<file path="src/rtl/fft_pkg.sv">
// Shared widths for the FFT peak-bin datapath: RAM word halves and the
// magnitude metric formed from them.
package fft_pkg;

    localparam int FFT_HALF_W = 14;
    localparam int MAG_W      = 24;
    localparam int FFT_PROD_W = 2 * FFT_HALF_W;

endpackage : fft_pkg

</file>
<file path="src/rtl/mult_pipe_reg.sv">
// One product pipeline stage: a W-bit register with asynchronous active-low
// clear and a clock enable that holds the stage when low.
module mult_pipe_reg #(
    parameter int W = 25
) (
    input  logic         clk,
    input  logic         rst_n,
    input  logic         ena,
    input  logic [W-1:0] d,
    output logic [W-1:0] q
);

    logic [W-1:0] data_d;
    logic [W-1:0] data_q;

    always_comb begin
        data_d = data_q;
        if (ena) begin
            data_d = d;
        end
    end

    always_ff @(posedge clk or negedge rst_n) begin
        if (!rst_n) begin
            data_q <= '0;
        end else begin
            data_q <= data_d;
        end
    end

    assign q = data_q;

endmodule : mult_pipe_reg

</file>
<file path="src/rtl/mult_14x14.sv">
// Integer multiplier with wrapping truncation to RES_W bits, an overflow flag
// and an optional LATENCY-stage output pipeline (0 = purely combinational).
module mult_14x14
    import fft_pkg::*;
#(
    parameter int A_W     = FFT_HALF_W,
    parameter int B_W     = FFT_HALF_W,
    parameter int RES_W   = MAG_W,
    parameter int SIGNED  = 0,
    parameter int LATENCY = 0
) (
    input  logic             clk,
    input  logic             reset,
    input  logic             ena,
    input  logic [A_W-1:0]   dataa_0,
    input  logic [B_W-1:0]   datab_0,
    output logic [RES_W-1:0] result,
    output logic             ovf
);

    localparam int P_W = A_W + B_W;

    logic [P_W-1:0]   a_ext;
    logic [P_W-1:0]   b_ext;
    logic [P_W-1:0]   prod;
    logic [RES_W-1:0] res_c;
    logic             ovf_c;

    // The low P_W bits of the product are identical for signed and unsigned
    // multiplication once both operands are extended to P_W bits.
    always_comb begin
        if (SIGNED != 0) begin
            a_ext = {{B_W{dataa_0[A_W-1]}}, dataa_0};
            b_ext = {{A_W{datab_0[B_W-1]}}, datab_0};
        end else begin
            a_ext = {{B_W{1'b0}}, dataa_0};
            b_ext = {{A_W{1'b0}}, datab_0};
        end
        prod = a_ext * b_ext;
    end

    generate
        if (RES_W > P_W) begin : g_extend
            logic fill_bit;
            assign fill_bit = (SIGNED != 0) ? prod[P_W-1] : 1'b0;
            assign res_c    = {{(RES_W-P_W){fill_bit}}, prod};
            assign ovf_c    = 1'b0;
        end else if (RES_W == P_W) begin : g_exact
            assign res_c = prod;
            assign ovf_c = 1'b0;
        end else begin : g_trunc
            assign res_c = prod[RES_W-1:0];
            if (SIGNED != 0) begin : g_signed_ovf
                // Fits only if the kept sign bit matches every discarded bit.
                logic [P_W-RES_W:0] top_bits;
                assign top_bits = prod[P_W-1:RES_W-1];
                assign ovf_c    = !((&top_bits) || !(|top_bits));
            end else begin : g_unsigned_ovf
                assign ovf_c = |prod[P_W-1:RES_W];
            end
        end
    endgenerate

    logic [RES_W:0] pipe [LATENCY+1];

    assign pipe[0] = {res_c, ovf_c};

    generate
        for (genvar i = 0; i < LATENCY; i++) begin : g_stage
            mult_pipe_reg #(
                .W (RES_W + 1)
            ) u_stage (
                .clk   (clk),
                .rst_n (reset),
                .ena   (ena),
                .d     (pipe[i]),
                .q     (pipe[i+1])
            );
        end
        if (LATENCY == 0) begin : g_comb_only
            logic unused_ctrl;
            assign unused_ctrl = &{1'b0, clk, reset, ena};
        end
    endgenerate

    assign {result, ovf} = pipe[LATENCY];

endmodule : mult_14x14

</file>
<file path="config.mk">
export PLATFORM = sky130hd
export DESIGN_NAME = mult_14x14
export DESIGN_NICKNAME = d
export VERILOG_FILES = /design/src/rtl/fft_pkg.sv /design/src/rtl/mult_pipe_reg.sv /design/src/rtl/mult_14x14.sv
export SDC_FILE = /design/constraint.sdc
export NUM_CORES = 1
export LEC_CHECK = 0
export CAP_MARGIN = 20
export CORE_AREA = 2 2 119 121
export DETAILED_ROUTE_END_ITERATION = 6
export DIE_AREA = 0 0 121 123
export PLACE_DENSITY = 0.73
export SETUP_SLACK_MARGIN = 0.4
export SLEW_MARGIN = 20
export SYNTH_ARGS = -nofsm -noshare
export SYNTH_HDL_FRONTEND = slang
export SYNTH_SLANG_ARGS = --single-unit
</file>
<file path="constraint.sdc">
create_clock -name vclk -period 30.8
set_input_delay 7.7 -clock vclk [all_inputs]
set_output_delay 7.7 -clock vclk [all_outputs]
set_load 0.005 [all_outputs]
</file>
==> metrics.md, run 1 <==
| Metric | Value |
|---|---|
| Initial Util | `48.74%` |
| Total Routing Usage GR | `21.11%` |
| Grt total ovfl | `0` |
| Most frequent cells in the layout | `inv_1, fa_1, and2_1` |
| Avg Cell Area, Syn | `8.717 µm²` |
| CP max stage cell | `clkdlybuf4s50_1` |
| Vias per cell | `5.189` |
| Synthesized Nets | `1,025` |
| Top cells by area, synth | `fa_1, ha_1, and2_1` |
| Top fanout value on the critical path | `14` |
| Via count | `5,013` |
| Die width | `121 µm` |
| Crit share post-route | `72.65%` |
| Core area | `13,610 µm²` |
| Resize count post-CTS | `0` |
| CP max stage delay | `0.78 ns` |
| Area delta synth->final | `9.808%` |
| RSZ-0062 raised after global routing | `no` |
| CLK BUF | `0` |
| Synth top area share | `42.55%` |
| Worst hold-check path type | `input pin to output port` |
| MaxCap Viol Count | `0` |
| Final setup fails | `0` |
| Met2 Resource Use GR | `37.54%` |
| Synth Instances | `761` |
| DRC Markers | `0` |
| Final Critical Period | `22.38 ns` |
| Layout cells sized above 1 | `1.272%` |
| Crit path top cell by count | `fa_1` |
| Relative max-transition margin | `52.19%` |
| Startpoint Class | `input pin` |
| IO Pins | `56` |
| Pre-antenna DRT Iters | `4` |
| DR WL/cell | `15.16 µm` |
| Die footprint | `14,880 µm²` |
| Number of global-route vias before repair | `5,265` |
| Chip height | `123 µm` |
| Category of the worst setup path capture point | `output port` |
| Netlist cell types | `41` |
| Global placement routability congestion | `0.9135` |
| N_diodes | `0` |
| Most common cell after layout, fill and taps aside | `inv_1` |
| Num sequential | `0` |
| CP Data Required Time | `23.10 ns` |
| Routed Antenna Nets | `0` |
| WS Path Type | `input pin to output port` |
| Synthesized cell area | `6634 µm²` |
| Synth area leader | `fa_1` |
| First-iteration detailed-routing DRC count | `192` |
| Post-CTS Hold Fix Bufs | `0` |
| Largest net degree at the start of global routing | `15` |
| Maximum clock rate | `44.69 MHz` |
| Slew Limit Fails | `0` |
| GR peak layer | `met2` |
| Worst-Margin Slew | `0.7149 ns` |
| I/O Buffers | `53` |
| Yosys warnings | `0` |
| First-pass GRT wire length | `25.32 mm` |
| Reg area | `0 µm²` |
| Sequential area share after synthesis | `0%` |
| TNS Setup | `0 ns` |
| WL final | `14.65 mm` |
| Crit path arrival time | `14.68 ns` |
| Hold Fails Final Rpt | `0` |
| Final net count | `1,052` |
| Status | `complete, no violations` |
| Rows | `43` |
| Antenna violations before repair | `0` |
| Setup Buffers After CTS | `0` |
| Post-DP HPWL | `12.05 mm` |
| M3 GR Usage | `1.661%` |
| Worst path cell trace | `clkdlybuf4s50_1 > and2_1 > fa_1 > inv_1 > fa_1 > inv_1 > fa_1 > ha_1 > fa_1 > inv_1 > fa_1 > inv_1 > ha_1 > a211o_1 > o2111ai_1 > nand2_1 > a311oi_2 > o21ai_1 > a211oi_1 > xnor2_1 > clkdlybuf4s50_1` |
| Met1 usage | `29.35%` |
==> layout make-up <==
type                            instances  area [µm²]
Tap cell                              180       225.2
Fill cell                            1246        6327
Multi-Input combinational cell        567        5906
Inverter                              166       623.1
Timing Repair Buffer                   53       530.5
==> stage by stage <==
stage	worst slack, ns	utilization (%)	area [µm²]	hold WS [ns]	cells
after floorplan	10.19	-	6634	15.51	761
after global placement	8.440	53.52	7284	16.79	966
after detailed placement	8.437	53.52	7284	16.78	966
after CTS	8.401	53.52	7284	16.79	966
after global routing	8.129	53.52	7284	16.85	966
final	8.422	53.52	7284	16.78	966
==> worst max-delay path: cells and delay by family <==
family	cells	cell delay, ns
AOI/OAI and AO/OA	5	1.67
and+or+nand+nor	2	0.59
adders and majority gates	7	3.08
buffers and inverters	6	1.49
xor gates and xnor gates	1	0.16
==> cell usage after synthesis, types with 2 or more instances <==
library cell and count:
inv_1 166, fa_1 141, and2_1 107, nand2_1 98, ha_1 92, clkbuf_1 28, xnor2_1 18, a21oi_1 17
o21ai_0 14, a21o_1 9, nand3_1 8, nor2_1 6, a211oi_1 5, and3_1 5, xor2_1 5, nor2b_1 4
or2_2 3, a211o_1 2, a21boi_0 2, a21oi_2 2, a31oi_1 2, nand3b_1 2, nand4_1 2, nor3_1 2
o21a_1 2, o21ai_1 2, o21bai_1 2, o221ai_1 2
==> worst paths after layout <==
kind              slack, ns       start          to  cells after the start
setup / recovery       8.42  dataa_0[6]  result[21]                     21
hold / removal        16.78  dataa_0[0]   result[0]                      3
==> logic make-up (layout without fill, tap and decap cells) <==
| family | after synthesis | after routing | share of synthesized area (%) |
|---|---|---|---|
| and+or+nand+nor | 240 | 240 | 18.69 |
| adders and majority gates | 233 | 233 | 59.90 |
| buffers and inverters | 194 | 219 | 10.98 |
| AOI/OAI and AO/OA | 70 | 70 | 7.167 |
| muxes | 1 | 1 | 0.2263 |
| xor gates and xnor gates | 23 | 23 | 3.037 |
==> per-layer routing <==
| layer | wire [µm] | up-vias |
|---|---|---|
| met3 | 863 | 6 |
| met2 | 7216 | 119 |
| met4 | 87 | 0 |
| met1 | 6481 | 2522 |
| li1 | - | 2366 |
| met5 | 0 | - |
Power of run 1 is not shown: default switching activity piles up to over one toggle a cycle in this logic, so the estimate is an artifact.
==> run 2, diff against run 1 <==
Settings changed: PLACE_DENSITY 0.73 to 0.76.
Clock period 30.8 ns to 18.2 ns, I/O delays scaled along.
==> metrics.md, run 2 (synthesized netlist as in run 1, its figures left out) <==
| Metric | Value |
|---|---|
| Global placement routability congestion | `0.8741 (was 0.9135)` |
| CP bufs+invs | `6 (unchanged)` |
| Post-CTS Hold Fix Bufs | `0 (unchanged)` |
| MaxCap Viol Count | `0 (unchanged)` |
| TNS Setup | `0 ns (unchanged)` |
| Via count | `5,085 (was 5,013)` |
| CP Data Required Time | `13.65 ns (was 23.10 ns)` |
| CP max stage cell | `clkdlybuf4s50_1 (unchanged)` |
| Critical path depth in cells | `21 (unchanged)` |
| I/O Buffers | `53 (unchanged)` |
| Category of the worst setup path capture point | `output port (unchanged)` |
| Pre-CTS setup slack | `2.163 ns (was 8.437 ns)` |
| Crit share post-route | `88.30%` |
| Pre-antenna DRT Iters | `5 (was 4)` |
| Final setup fails | `0 (unchanged)` |
| IO Pins | `56 (unchanged)` |
| Hold Fails Final Rpt | `0 (unchanged)` |
| Die width | `121 µm (unchanged)` |
| Chip height | `123 µm (unchanged)` |
| Grt total ovfl | `0 (unchanged)` |
| Worst path cell trace | `clkdlybuf4s50_1 > and2_1 > fa_1 > inv_1 > fa_1 > inv_1 > fa_1 > ha_1 > fa_1 > inv_1 > fa_1 > inv_1 > ha_1 > a211o_1 > o2111ai_1 > nand2_1 > a311oi_2 > o21ai_1 > a211oi_1 > xnor2_1 > clkdlybuf4s50_1 (unchanged)` |
| Hold Path Depth | `3 (unchanged)` |
| Crit path top cell by count | `fa_1 (unchanged)` |
| Most common cell after layout, fill and taps aside | `inv_1 (unchanged)` |
| Hold_sp | `dataa_0[0] (unchanged)` |
| Largest net degree at the start of global routing | `15 (unchanged)` |
| Antenna violations before repair | `0 (unchanged)` |
| Multi-input gate area | `5906 µm² (unchanged)` |
| N_diodes | `0 (unchanged)` |
| Reg area | `0 µm² (unchanged)` |
| Crit path arrival time | `11.52 ns (was 14.68 ns)` |
| Hold EP | `result[0] (unchanged)` |
| Total Routing Usage GR | `21.36% (was 21.11%)` |
| Top delay family on crit path | `adder cells (unchanged)` |
| CP max stage delay | `0.78 ns (about the same)` |
| Setup Buffers After CTS | `0 (unchanged)` |
| Area delta synth->final | `9.808% (unchanged)` |
| Die footprint | `14,880 µm² (unchanged)` |
| RSZ-0062 raised after global routing | `no (unchanged)` |
| First-iteration detailed-routing DRC count | `211 (was 192)` |
| DRC Markers | `0 (unchanged)` |
| First-pass GRT wire length | `25.54 mm (was 25.32 mm)` |
| Final net count | `1,052 (unchanged)` |
| Worst hold-check path type | `input pin to output port (unchanged)` |
| Maximum clock rate | `62.23 MHz` |
| Post-DP HPWL | `12.09 mm (was 12.05 mm)` |
| Status | `complete, no violations (unchanged)` |
| Number of global-route vias before repair | `5,350 (was 5,265)` |
| Resize count post-CTS | `0 (unchanged)` |
| Startpoint Class | `input pin (unchanged)` |
| Vias per cell | `5.264 (was 5.189)` |
| DR WL/cell | `15.30 µm (was 15.16 µm)` |
| Layout cells sized above 1 | `1.272% (unchanged)` |
| Worst Hold Slack | `10.44 ns (was 16.78 ns)` |
| Most frequent cells in the layout | `inv_1, fa_1, and2_1 (unchanged)` |
| WL final | `14.78 mm (was 14.65 mm)` |
| CLK BUF | `0 (unchanged)` |
| Initial Util | `48.74% (unchanged)` |
| Relative max-transition margin | `52.87% (was 52.19%)` |
| Routed Antenna Nets | `0 (unchanged)` |
| Final Critical Period | `16.07 ns` |
| Top fanout value on the critical path | `14 (unchanged)` |
| Worst-Margin Slew | `0.7047 ns (was 0.7149 ns)` |
| Worst setup margin | `2.130 ns (was 8.422 ns)` |
| Fillers | `1,273 (was 1,246)` |
| WS Path Type | `input pin to output port (unchanged)` |
| Rows | `43 (unchanged)` |
| Num sequential | `0 (unchanged)` |
| Core area | `13,610 µm² (unchanged)` |
| Slew Limit Fails | `0 (unchanged)` |
run 2: cell counts in the layout (fill, tap and decap cells not counted):
No cell type changed its count.
run 2: worst min-delay path, cell delays in order:
cell             delay, ns
clkdlybuf4s50_1       0.63
and2_1                0.27
clkdlybuf4s50_1       0.43
run 2: through the flow:
stage          util (%)  area [µm²]  std cells
3_3_place_gp      53.52        7284        966
5_1_grt           53.52        7284        966
3_5_place_dp      53.52        7284        966
2_1_floorplan         -        6634        761
6_report          53.52        7284        966
4_1_cts           53.52        7284        966
run 2: per-layer routing:
| layer | up-vias | part of all wire, % | GRT usage (%) |
|---|---|---|---|
| met5 | - | 0 | 0 |
| met4 | 0 | 0.77 | 3.052 |
| met3 | 11 | 4.2 | 0.9225 |
| met2 | 124 | 50 | 37.78 |
| met1 | 2581 | 45 | 29.98 |
| li1 | 2369 | - | - |
run 2: worst max-delay path by stage:
| stage | start | to | slack, ns |
|---|---|---|---|
| 3_5_place_dp | dataa_0[6] | result[21] | 2.16 |
| 6_report | dataa_0[6] | result[21] | 2.13 |
| 2_1_floorplan | datab_0[5] | ovf | 3.89 |
| 3_3_place_gp | dataa_0[6] | result[21] | 2.17 |
| 4_1_cts | dataa_0[6] | result[21] | 2.11 |
| 5_1_grt | dataa_0[10] | ovf | 1.86 |
run 2: layout make-up:
class,instances,area share [%]
inverters,166,8.554
repair buffers,53,7.283
well taps,180,3.092
multi-input cells,567,81.07
Power of run 2 is left out for the same reason.
==> run 3, diff against run 2 <==
Settings changed: DONT_BUFFER_PORTS set to 1, PLACE_DENSITY 0.76 to 0.7.
==> metrics.md, run 3 (synthesized netlist as in run 1, its figures left out) <==
| Metric | Value |
|---|---|
| Area delta synth->final | `1.811% (was 9.808%)` |
| Top fanout value on the critical path | `14 (unchanged)` |
| Post-DP HPWL | `12.13 mm (was 12.09 mm)` |
| Post-CTS Hold Fix Bufs | `0 (unchanged)` |
| Fin util | `49.62% (was 53.52%)` |
| TNS Setup | `0 ns (unchanged)` |
| Crit path arrival time | `10.07 ns (was 11.52 ns)` |
| Category of the worst setup path capture point | `output port (unchanged)` |
| Die width | `121 µm (unchanged)` |
| Inst Count DP | `913 (was 966)` |
| Chip height | `123 µm (unchanged)` |
| Startpoint Class | `input pin (unchanged)` |
| DRC Markers | `0 (unchanged)` |
| Grt total ovfl | `0 (unchanged)` |
| Pre-CTS setup slack | `3.582 ns (was 2.163 ns)` |
| Antenna violations before repair | `0 (unchanged)` |
| MaxCap Viol Count | `0 (unchanged)` |
| N_diodes | `0 (unchanged)` |
| Slew Limit Fails | `0 (unchanged)` |
| Die footprint | `14,880 µm² (unchanged)` |
| Pre-antenna DRT Iters | `4 (was 5)` |
| Resize count post-CTS | `0 (unchanged)` |
| IO Pins | `56 (unchanged)` |
| WS Path Type | `input pin to output port (unchanged)` |
| Core area | `13,610 µm² (unchanged)` |
| Largest net degree at the start of global routing | `15 (unchanged)` |
| Crit share post-route | `80.34% (was 88.30%)` |
| Setup Buffers After CTS | `0 (unchanged)` |
| Hold Fails Final Rpt | `0 (unchanged)` |
| First-iteration detailed-routing DRC count | `207 (was 211)` |
| Layout cells sized above 1 | `1.364% (was 1.272%)` |
| I/O Buffers | `0 (was 53)` |
| Relative max-transition margin | `69.47% (was 52.87%)` |
| Worst-Margin Slew | `0.4575 ns (was 0.7047 ns)` |
| Final Critical Period | `14.62 ns (was 16.07 ns)` |
| Reg area | `0 µm² (unchanged)` |
| DR WL/cell | `16.16 µm (was 15.30 µm)` |
| M3 GR Usage | `3.275% (was 0.9225%)` |
| Rows | `43 (unchanged)` |
| WL final | `14.76 mm (was 14.78 mm)` |
| Routed Antenna Nets | `0 (unchanged)` |
| RSZ-0062 raised after global routing | `no (unchanged)` |
| Hold_sp | `datab_0[0] (was dataa_0[0])` |
| Met1 usage | `29.09% (was 29.98%)` |
| CP Data Required Time | `13.65 ns (about the same)` |
| Initial Util | `48.74% (unchanged)` |
| Number of global-route vias before repair | `5,276 (was 5,350)` |
| Vias per cell | `5.249 (was 5.264)` |
| Status | `complete, no violations (unchanged)` |
| Global placement routability congestion | `0.8661 (was 0.8741)` |
| Total Routing Usage GR | `21.52% (was 21.36%)` |
| Via count | `4,792 (was 5,085)` |
| Worst setup margin | `3.579 ns (was 2.130 ns)` |
| CLK BUF | `0 (unchanged)` |
| Num sequential | `0 (unchanged)` |
| Final net count | `999 (was 1,052)` |
| Most common cell after layout, fill and taps aside | `inv_1 (unchanged)` |
| Met2 Resource Use GR | `37.57% (was 37.78%)` |
| Most frequent cells in the layout | `inv_1, fa_1, and2_1 (unchanged)` |
| GR peak layer | `met2 (unchanged)` |
| Worst hold-check path type | `input pin to output port (unchanged)` |
| First-pass GRT wire length | `25.64 mm (was 25.54 mm)` |
| Maximum clock rate | `68.39 MHz (was 62.23 MHz)` |
| Final setup fails | `0 (unchanged)` |
| Post-Layout Cell Count | `913 (was 966)` |
| Worst Setup SP | `dataa_0[6] (unchanged)` |
## run 3: critical path, stage by stage
cell and delay (ns):
and2_1 0.15, fa_1 0.53, inv_1 0.05, fa_1 0.48, inv_1 0.06, fa_1 0.47, ha_1 0.31, fa_1 0.48
inv_1 0.05, fa_1 0.47, inv_1 0.04, ha_1 0.35, a211o_1 0.30, o2111ai_1 0.42, nand2_1 0.21, a311oi_2 0.46
o21ai_1 0.19, a211oi_1 0.29, xnor2_1 0.19
## run 3: path summary, 6_finish.rpt
kind | end | cells past startpoint
hold / removal | result[0] | 1
setup / recovery | result[21] | 19
## run 3: metrics by stage
step | hold WS, ns | area (µm²)
2_1_floorplan | 9.210 | 6634
3_3_place_gp | 9.217 | 6754
3_5_place_dp | 9.215 | 6754
4_1_cts | 9.215 | 6754
5_1_grt | 9.228 | 6754
6_report | 9.214 | 6754
## run 3: final cells by class
class	instances	area, µm²
fill	1308	6858
multi-input combinational	567	5906
inverter	166	623.1
tap	180	225.2
## run 3: layer usage
layer	up-vias	wire length (µm)
met5	-	0
met4	0	229
met3	22	985
met2	127	7151
met1	2387	6391
li1	2256	-
Power of run 3 is left out for the same reason.
